===== src/rtl/wisc_pkg.sv =====
// Shared definitions for the WiscSP13 write-back stage.
// Contents:
//   DW, NREG, RA_W : data width, register count, register address width
//   wb_sel_e       : write-back data source
//   halt_state_e   : retire-side halt state
//   wb_sel_f       : maps the MEM/WB control bits to a write-back source
package wisc_pkg;

  localparam int DW   = 16;
  localparam int NREG = 8;
  localparam int RA_W = 3;

  typedef enum logic [1:0] {
    WB_SEL_EX   = 2'd0,
    WB_SEL_MEM  = 2'd1,
    WB_SEL_LINK = 2'd2
  } wb_sel_e;

  typedef enum logic {
    RUN    = 1'b0,
    HALTED = 1'b1
  } halt_state_e;

  // The link select outranks the load select, so a JAL/JALR always
  // writes PC+2 even if mem_to_reg is set as well.
  function automatic wb_sel_e wb_sel_f(input logic jal_jalr, input logic mem_to_reg);
    wb_sel_e sel;
    if (jal_jalr) begin
      sel = WB_SEL_LINK;
    end else if (mem_to_reg) begin
      sel = WB_SEL_MEM;
    end else begin
      sel = WB_SEL_EX;
    end
    return sel;
  endfunction

endpackage


===== src/rtl/wb_regfile_rf_core.sv =====
// Register array: NREG x DW storage with one synchronous write port and
// two combinational read ports. No bypass; the array is cleared by reset.
// Ports:
//   clk, rst        : clock, asynchronous active-low reset
//   we, wr_addr,
//   wr_data         : write port, lands on the rising edge
//   rd_addr_a/_b    : read addresses
//   rd_data_a/_b    : combinational read data
module rf_core #(
  parameter int DW   = wisc_pkg::DW,
  parameter int NREG = wisc_pkg::NREG,
  parameter int RA_W = wisc_pkg::RA_W
) (
  input  logic            clk,
  input  logic            rst,
  input  logic            we,
  input  logic [RA_W-1:0] wr_addr,
  input  logic [DW-1:0]   wr_data,
  input  logic [RA_W-1:0] rd_addr_a,
  output logic [DW-1:0]   rd_data_a,
  input  logic [RA_W-1:0] rd_addr_b,
  output logic [DW-1:0]   rd_data_b
);

  logic [DW-1:0] mem_r [NREG];

  // Array storage: cleared by reset, written on the rising edge.
  always_ff @(posedge clk or negedge rst) begin
    if (!rst) begin
      for (int i = 0; i < NREG; i++) begin
        mem_r[i] <= {DW{1'b0}};
      end
    end else if (we) begin
      mem_r[wr_addr] <= wr_data;
    end else begin
      mem_r[wr_addr] <= mem_r[wr_addr];
    end
  end

  assign rd_data_a = mem_r[rd_addr_a];
  assign rd_data_b = mem_r[rd_addr_b];

endmodule


===== src/rtl/wb_regfile.sv =====
// Write-back stage plus architectural register file.
// Selects the write-back value (link / load / execute), commits it into
// rf_core, provides write-before-read bypassed decode reads, tracks the
// sticky halt and counts committed writes (saturating).
// Ports:
//   clk, rst                    : clock, asynchronous active-low reset
//   WB_*  inputs                : MEM/WB pipeline register outputs
//   ID_rs_addr / ID_rt_addr     : decode read addresses
//   ID_rs_data / ID_rt_data     : bypassed read data (combinational)
//   WB_wr_data                  : selected write-back value
//   halted                      : sticky halt flag (registered)
//   commit_cnt                  : committed write count (registered)
module wb_regfile
  import wisc_pkg::wb_sel_e, wisc_pkg::halt_state_e, wisc_pkg::wb_sel_f,
         wisc_pkg::WB_SEL_EX, wisc_pkg::WB_SEL_MEM, wisc_pkg::WB_SEL_LINK,
         wisc_pkg::RUN, wisc_pkg::HALTED;
#(
  parameter int DW   = wisc_pkg::DW,
  parameter int NREG = wisc_pkg::NREG
) (
  input  logic                    clk,
  input  logic                    rst,
  input  logic [DW-1:0]           WB_PC2,
  input  logic [DW-1:0]           WB_EX_out,
  input  logic [DW-1:0]           WB_mem_data,
  input  logic [$clog2(NREG)-1:0] WB_rd_addr,
  input  logic                    WB_reg_write,
  input  logic                    WB_mem_to_reg,
  input  logic                    WB_JAL_JALR,
  input  logic                    WB_halt,
  input  logic [$clog2(NREG)-1:0] ID_rs_addr,
  input  logic [$clog2(NREG)-1:0] ID_rt_addr,
  output logic [DW-1:0]           ID_rs_data,
  output logic [DW-1:0]           ID_rt_data,
  output logic [DW-1:0]           WB_wr_data,
  output logic                    halted,
  output logic [15:0]             commit_cnt
);

  localparam int RA_W = $clog2(NREG);

  wb_sel_e       wb_sel_s;
  logic [DW-1:0] wr_data_s;
  logic          we_s;
  logic [DW-1:0] arr_rs_s;
  logic [DW-1:0] arr_rt_s;
  halt_state_e   state_r;
  logic [15:0]   commit_cnt_r;

  assign wb_sel_s = wb_sel_f(WB_JAL_JALR, WB_mem_to_reg);

  // Write-back data mux.
  always_comb begin
    wr_data_s = WB_EX_out;
    case (wb_sel_s)
      WB_SEL_LINK: wr_data_s = WB_PC2;
      WB_SEL_MEM:  wr_data_s = WB_mem_data;
      WB_SEL_EX:   wr_data_s = WB_EX_out;
      default:     wr_data_s = WB_EX_out;
    endcase
  end

  // The retiring HALT itself never commits, nor does anything after it.
  assign we_s = WB_reg_write & ~WB_halt & (state_r == RUN);

  rf_core #(
    .DW   (DW),
    .NREG (NREG),
    .RA_W (RA_W)
  ) u_rf_core (
    .clk       (clk),
    .rst       (rst),
    .we        (we_s),
    .wr_addr   (WB_rd_addr),
    .wr_data   (wr_data_s),
    .rd_addr_a (ID_rs_addr),
    .rd_data_a (arr_rs_s),
    .rd_addr_b (ID_rt_addr),
    .rd_data_b (arr_rt_s)
  );

  // Write-before-read bypass on both decode ports.
  always_comb begin
    ID_rs_data = arr_rs_s;
    ID_rt_data = arr_rt_s;
    if (we_s && (ID_rs_addr == WB_rd_addr)) begin
      ID_rs_data = wr_data_s;
    end else begin
      ID_rs_data = arr_rs_s;
    end
    if (we_s && (ID_rt_addr == WB_rd_addr)) begin
      ID_rt_data = wr_data_s;
    end else begin
      ID_rt_data = arr_rt_s;
    end
  end

  // Halt state machine; HALTED is only left through reset.
  always_ff @(posedge clk or negedge rst) begin
    if (!rst) begin
      state_r <= RUN;
    end else begin
      case (state_r)
        RUN:     state_r <= WB_halt ? HALTED : RUN;
        HALTED:  state_r <= HALTED;
        default: state_r <= HALTED;
      endcase
    end
  end

  // Saturating count of committed writes.
  always_ff @(posedge clk or negedge rst) begin
    if (!rst) begin
      commit_cnt_r <= 16'h0000;
    end else if (we_s && (commit_cnt_r != 16'hFFFF)) begin
      commit_cnt_r <= commit_cnt_r + 16'h0001;
    end else begin
      commit_cnt_r <= commit_cnt_r;
    end
  end

  assign WB_wr_data = wr_data_s;
  assign halted     = (state_r == HALTED);
  assign commit_cnt = commit_cnt_r;

endmodule


===== config.mk =====
export PLATFORM = sky130hd
export DESIGN_NAME = wb_regfile
export DESIGN_NICKNAME = d
export VERILOG_FILES = /design/src/rtl/wisc_pkg.sv /design/src/rtl/wb_regfile_rf_core.sv /design/src/rtl/wb_regfile.sv
export SDC_FILE = /design/constraint.sdc
export NUM_CORES = 1
export LEC_CHECK = 0
export ABC_AREA = 1
export BUFFER_PORTS_ARGS = -buffer_cell sky130_fd_sc_hd__buf_4
export CELL_PAD_IN_SITES_DETAIL_PLACEMENT = 0
export CELL_PAD_IN_SITES_GLOBAL_PLACEMENT = 2
export CORE_MARGIN = 8
export CORE_UTILIZATION = 30
export DETAILED_ROUTE_END_ITERATION = 7
export GPL_TIMING_DRIVEN = 0
export HOLD_SLACK_MARGIN = 0.15
export PLACE_DENSITY = 0.81
export SLEW_MARGIN = 20
export SYNTH_ARGS = -nofsm -noshare
export SYNTH_HDL_FRONTEND = slang
export SYNTH_SLANG_ARGS = --single-unit

===== constraint.sdc =====
create_clock -name clk -period 1.3 [get_ports clk]
set_input_delay 0.13 -clock clk [delete_from_list [all_inputs] [get_ports clk]]
set_output_delay 0.13 -clock clk [all_outputs]
set_load 0.005 [all_outputs]

== Word level (Yosys, flattened, before mapping) ==
Index checks and enable logic that the tools add are counted.
W data, S select, Z words.

* Bits in registers: 145
* Input port bits: 63
* Output and inout bits: 65
* Word-level logic and storage cells: 52

* Add/subtract/negate cells: 1
* Order comparisons: 4
* Equal/unequal tests: 5
* Multiplexer cells: 21
* Bitwise operators: 7
* Reductions and logical operators: 4

{| class="wikitable"
|+ Operator list
! operator !! number
|-
| $bwmux W128 || 2
|-
| $bmux W16 S3 || 3
|-
| $mux W16 || 9
|-
| $mux W128 || 1
|-
| $demux W16 S3 || 1
|-
| $pmux W16 S2 || 1
|-
| $add A16 B1 Y16 const B || 1
|-
| $ne A16 B16 Y1 const B || 1
|-
| $ge A4 B4 Y1 const B || 3
|-
| $not A3 Y4 || 3
|-
| $eq A3 B3 Y1 || 2
|-
| $logic_and A1 B1 Y1 || 4
|-
| $lt A4 B1 Y1 const B || 1
|-
| $and A1 B1 Y1 || 2
|-
| $eq A2 B1 Y1 const B || 1
|-
| $eq A2 B2 Y1 const B || 1
|-
| $mux W1 || 2
|-
| $mux W2 || 1
|-
| $not A1 Y1 || 2
|-
| $pmux W1 S2 || 1
|}

== Longest topological paths before layout ==
* Depth in word-level cells: 7
* Gate-level depth with buffers: 9
* Depth with buffers taken out: 9

== Hierarchy ==
Synthesis repeated with hierarchy kept, for this count alone.

* Cells, all modules: 1819
* Area, all modules: 11146.9 um^2

{| class="wikitable"
|+ Modules (own cells, without submodules)
! module !! instances !! cells an instance !! area each (um^2) !! seq. area each (um^2)
|-
| rf_core || 1 || 1480 || 9208.8 || 3203.1
|-
| wb_regfile || 1 || 339 || 1938.1 || 425.4
|}

== Worst setup path before layout ==
OpenSTA, ideal clock, no wires.

* Path type: register -> register
* From: reg commit_cnt_r[0] (netlist: commit_cnt[0])
* To: reg commit_cnt_r[12] (netlist: commit_cnt[12])
* Setup time: 0.065 ns
* Arrival time: 1.387 ns
* Path slack: -0.152 ns
* Stages on the path, launching flop included: 10
* Clock period less this slack: 1.452 ns
* Path through: dfrtp_1 ha_1 nand2_1 nor2_1 nand2_2 nor2_1 nor2_2 buf_4 nand3b_1 nand2_1

* Longest elaborated chain between the ends: 2

{| class="wikitable"
|+ Ends and longest elaborated chain
! element !! line !! RTL
|-
| from (decl) || wb_regfile.sv:48 || <nowiki>logic [15:0] commit_cnt_r;</nowiki>
|-
| from (signal assigned) || wb_regfile.sv:116 || <nowiki>commit_cnt_r <= commit_cnt_r + 16'h0001;</nowiki>
|-
| from (signal assigned) || wb_regfile.sv:118 || <nowiki>commit_cnt_r <= commit_cnt_r;</nowiki>
|-
| branches (longest 2 deep; another with $add A16 B1 Y16) || -- ||
|}

Parallel ways; which one is timed is not known.
A chain may end at the register's enable or synchronous reset.

== Final worst setup path ==
* From: reg u_rf_core.mem_r[58] (netlist name)
* To: out ID_rs_data[10]

* Longest elaborated chain between the ends: 4

{| class="wikitable"
|+ Ends and longest elaborated chain
! element !! line !! RTL
|-
| from (decl) || wb_regfile_rf_core.sv:25 || <nowiki>logic [DW-1:0] mem_r [NREG];</nowiki>
|-
| from (signal, indexed assignment) || wb_regfile_rf_core.sv:31 || <nowiki>mem_r[i] <= {DW{1'b0}};</nowiki>
|-
| from (signal, indexed assignment) || wb_regfile_rf_core.sv:34 || <nowiki>mem_r[wr_addr] <= wr_data;</nowiki>
|-
| from (signal, indexed assignment) || wb_regfile_rf_core.sv:36 || <nowiki>mem_r[wr_addr] <= mem_r[wr_addr];</nowiki>
|-
| $bmux W16 S3 || wb_regfile_rf_core.sv:40 || <nowiki>assign rd_data_a = mem_r[rd_addr_a];</nowiki>
|-
| $mux W16 (not written as such) (2 in series) || wb_regfile_rf_core.sv:40 ||
|-
| $mux W16 || wb_regfile.sv:86 || <nowiki>if (we_s && (ID_rs_addr == WB_rd_addr)) begin</nowiki>
|-
| to (decl) || wb_regfile.sv:33 || <nowiki>output logic [DW-1:0] ID_rs_data,</nowiki>
|}

No other way between the ends. The select of a mux whose other input is x is not followed.

==> metrics.md <==
| Metric | Value |
|---|---|
| Run status | finished with violations |
| Failing checks | negative setup slack |
| Leak | between 6 and 7 nW |
| Critical path class | flop to output port |
| Setup_tns | -85860 ps |
| Sequential share of power | 39.1% |
| CTS Buf Count | 17 |
| GRT Total Usage | 25.5% |
| Core Util, Final | roughly two fifths |
| Critical Path AT | 1860 ps |
| Count of state elements after synthesis | 145 |
| Placer Congestion | 0.983 |
| Hold WS | 96.6 ps |
| Die height | a little over 200 µm |
| Finished Cell Area | 0.0143 mm² |
| Clk_lat worst skew | ~450 ps |
| First-pass GRT wire length | 78100 µm |
| I/O Pins | 128 |
| Vias/cell | 5.64 |
| Worst path cell trace | o21ai_0, nand3_1, nand3_1, nand2_1, buf_4 |
| Full die area | just over 0.04 mm² |
| Root Driver | clkbuf_16 |
| Synthesized instance count | ~1500 |
| Nets | 1754 |
| Top Family by Delay on Critical Path | simple AND/OR/NAND/NOR gates |
| DP Area | 0.0119 mm² |
| RSZ-0062 raised after global routing | true |
| Dpl ws | -760 ps |
| Netlist cell types | 34 |
| Slew Limit Fails | 0 |
| Cell accounting for the most synthesized area | dfrtp_1 |
| Max cap viols | 0 |
| First DRT Iteration DRCs | approximately 1500 |
| Synth Warn # | 0 |
| Comb pwr share | between 20 and 30% |
| Crit Path Max Fanout | 4 |
| CTS tree | yes |
| FP Rows | 68 |
| Top-area cell type share of the netlist area | 35.1% |
| Post-Syn Nets | about 1500 |
| Final period util | 153% |
| Max_slew headroom | 54.4% |
| Total Power | 15.3 mW |
| Register area share after synthesis | 35.1% |
| Vias | 12168 |
| CP Capture Type | output port |
| Post-route DRC | 0 |
| Final wirelength | 53400 µm |
| Layout cells sized above 1 | 25.6% |
| Port Buffers | 119 |
| Worst Path Required | 1170 ps |
| Crit-path most repeated cell | nand3_1 |
| Clock power frac | 32.4% |
| Longest Clk Path Bufs | 2 |
| Peak per-stage delay on the critical path | 450 ps |
| Critical Path Source Type | flop |
| Cell Pwr Density | 1070 mW/mm² |
| Vias in the first global route | 11752 |
| Initial core utilization | just over 30% |
| Die X-Extent | a little over 200 µm |
| # setup viols final | between 150 and 200 |
| Fin worst setup slack | -687 ps |
| Non-filler cells, final | 2158 |
| Cell Area, Synth | 0.0103 mm² |
| H-tree depth | 4 |
| Tmin final | 1990 ps |
| Buf/Inv on CP | 1 |
| DRT antenna net count | 0 |
| Max Fclk | a little over 500 MHz |
| Clk slew on worst S/H paths | 80 ps |
| Antenna cell count | 0 |
| CTS sink cnt | 145 |
| Max IR drop VDD | 0.894 mV |
| Placed cell count | between 2000 and 2500 |
| Internal | 9.65 mW |
| CP max-delay cell | dfrtp_1 |
| Post-synthesis area per instance | between 7 and 8 µm² |
| Setup Skew | 9.87 ps |
| Pin count of the biggest net entering global routing | around 80 |
| Least-Margin Pin Slew | 684 ps |
| P_sw | 5.69 mW |
| Final hold viol count | 0 |
| Most common cell after layout, fill and taps aside | nand3_1 |
| Synth top area cells | dfrtp_1 35%, nand3_1 19%, o211ai_1 12%, nand2_1 10%, inv_1 4.9% |
| Switching Fraction | 37.1% |
| Layout area overhead | 38.4% |
| Initial antenna violation count | 0 |
| Commonest cells after routing, fill and taps aside | 374 x nand3_1, 239 x nand2_1, 164 x o211ai_1 |
| Drt wl/cell | 24.8 µm |
| CORE AREA | 0.0343 mm² |
| Hold Crit Class | primary input to flop |
| HPWL after detailed placement | 37400 µm |
| Drt first pass iters | 6 |
| GR Overflow Total | 0 |
logic make-up (layout without fill, tap and decap cells):
kind of cell               after synthesis  in the layout  share of synthesized area, %
AOI/OAI and AO/OA                      304            304                          18.8
DFF                                    145            145                          35.1
xor gates and xnor gates                10             10                         0.847
adders and majority gates                1              1                         0.121
and+or+nand+nor                        726            727                          32.4
buffers and inverters                  291            516                          12.8
tightest hold or removal path, delay by kind of cell:
| family | cells | cell delay, ps |
|---|---|---|
| compound gates | 1 | 80 |
| buf+inv | 1 | 70 |
| simple gates | 3 | 220 |
what timing repair did:
action                                 CTS  global route
gates cloned                            13             3
pin swaps                               32             9
hold buffers                            15             1
gates resized for setup                222            61
setup buffers                           29            16
setup endpoints to repair              192           186
endpoints found under the hold margin   90             1
area by class of cell:
| cell class | count | area, µm² |
|---|---|---|
| Buffer | 140 | 1240 |
| Clock buffer | 20 | 457 |
| Clock inverter | 12 | 111 |
| Fill cell | 3584 | 20000 |
| Inverter | 149 | 578 |
| Multi-Input combinational cell | 1042 | 5740 |
| Sequential cell | 145 | 3630 |
| Tap cell | 455 | 569 |
| Timing Repair Buffer | 195 | 1990 |
path summary, 6_finish.rpt:
path | from | end | slack [ps] | cells past startpoint
max | u_rf_core.mem_r[58] | ID_rs_data[10] | -690 | 5
min | WB_mem_data[9] | u_rf_core.mem_r[9] | 100 | 5
max reg2reg | halted | u_rf_core.mem_r[106] | -630 | 12
min reg2reg | u_rf_core.mem_r[44] | u_rf_core.mem_r[44] | 530 | 2
max in group asynchronous | rst | u_rf_core.mem_r[11] | 260 | 3
min in group asynchronous | rst | u_rf_core.mem_r[106] | 240 | 2
power by group through the flow:
stage | logic (mW) | registers (mW) | clock network [mW]
floorplan | 2.18 | 5.72 | 0
global placement | 3.80 | 6.00 | 0
detailed placement | 3.85 | 6.01 | 0
CTS | 4.19 | 5.95 | 4.96
global route | 4.69 | 6.06 | 5.16
finish | 4.37 | 5.99 | 4.97
registers in the layout (all words and copies together), names as in the netlist:
register	flops
commit_cnt	16
u_rf_core.mem_r	128
halted	1
metal layers:
| metal | part of all wire, % | track usage (%) | vias to the layer above |
|---|---|---|---|
| li1 | - | - | 5517 |
| met3 | 7.9 | 4.81 | 106 |
| met4 | 4.8 | 12.0 | 0 |
| met1 | 42 | 33.6 | 5949 |
| met5 | 0 | 0 | - |
| met2 | 45 | 39.8 | 596 |
cells in the mapped netlist:
cell type and n:
nand4_1 4, nor3_2 4, dfrtp_1 145, nand3_1 392, inv_4 3, a21oi_1 64
ha_1 1, buf_6 3, nand2_4 2, buf_1 8, nor3_1 1, xnor2_1 4
nand2_1 288, nand3_2 3, xor2_1 6, nand3_4 1, a21oi_2 1, nor2_2 3
o21ai_1 4, buf_2 69, o21ai_2 1, clkinv_2 1, nor3_4 1, nand3b_1 1
nor3b_2 1, inv_2 10, o21ai_0 70, nand2_2 3, nor2_1 20, buf_4 29
inv_1 135, o211ai_1 164, nor2_4 2, clkbuf_1 33
Note: power is estimated with default switching activity, not from simulation.
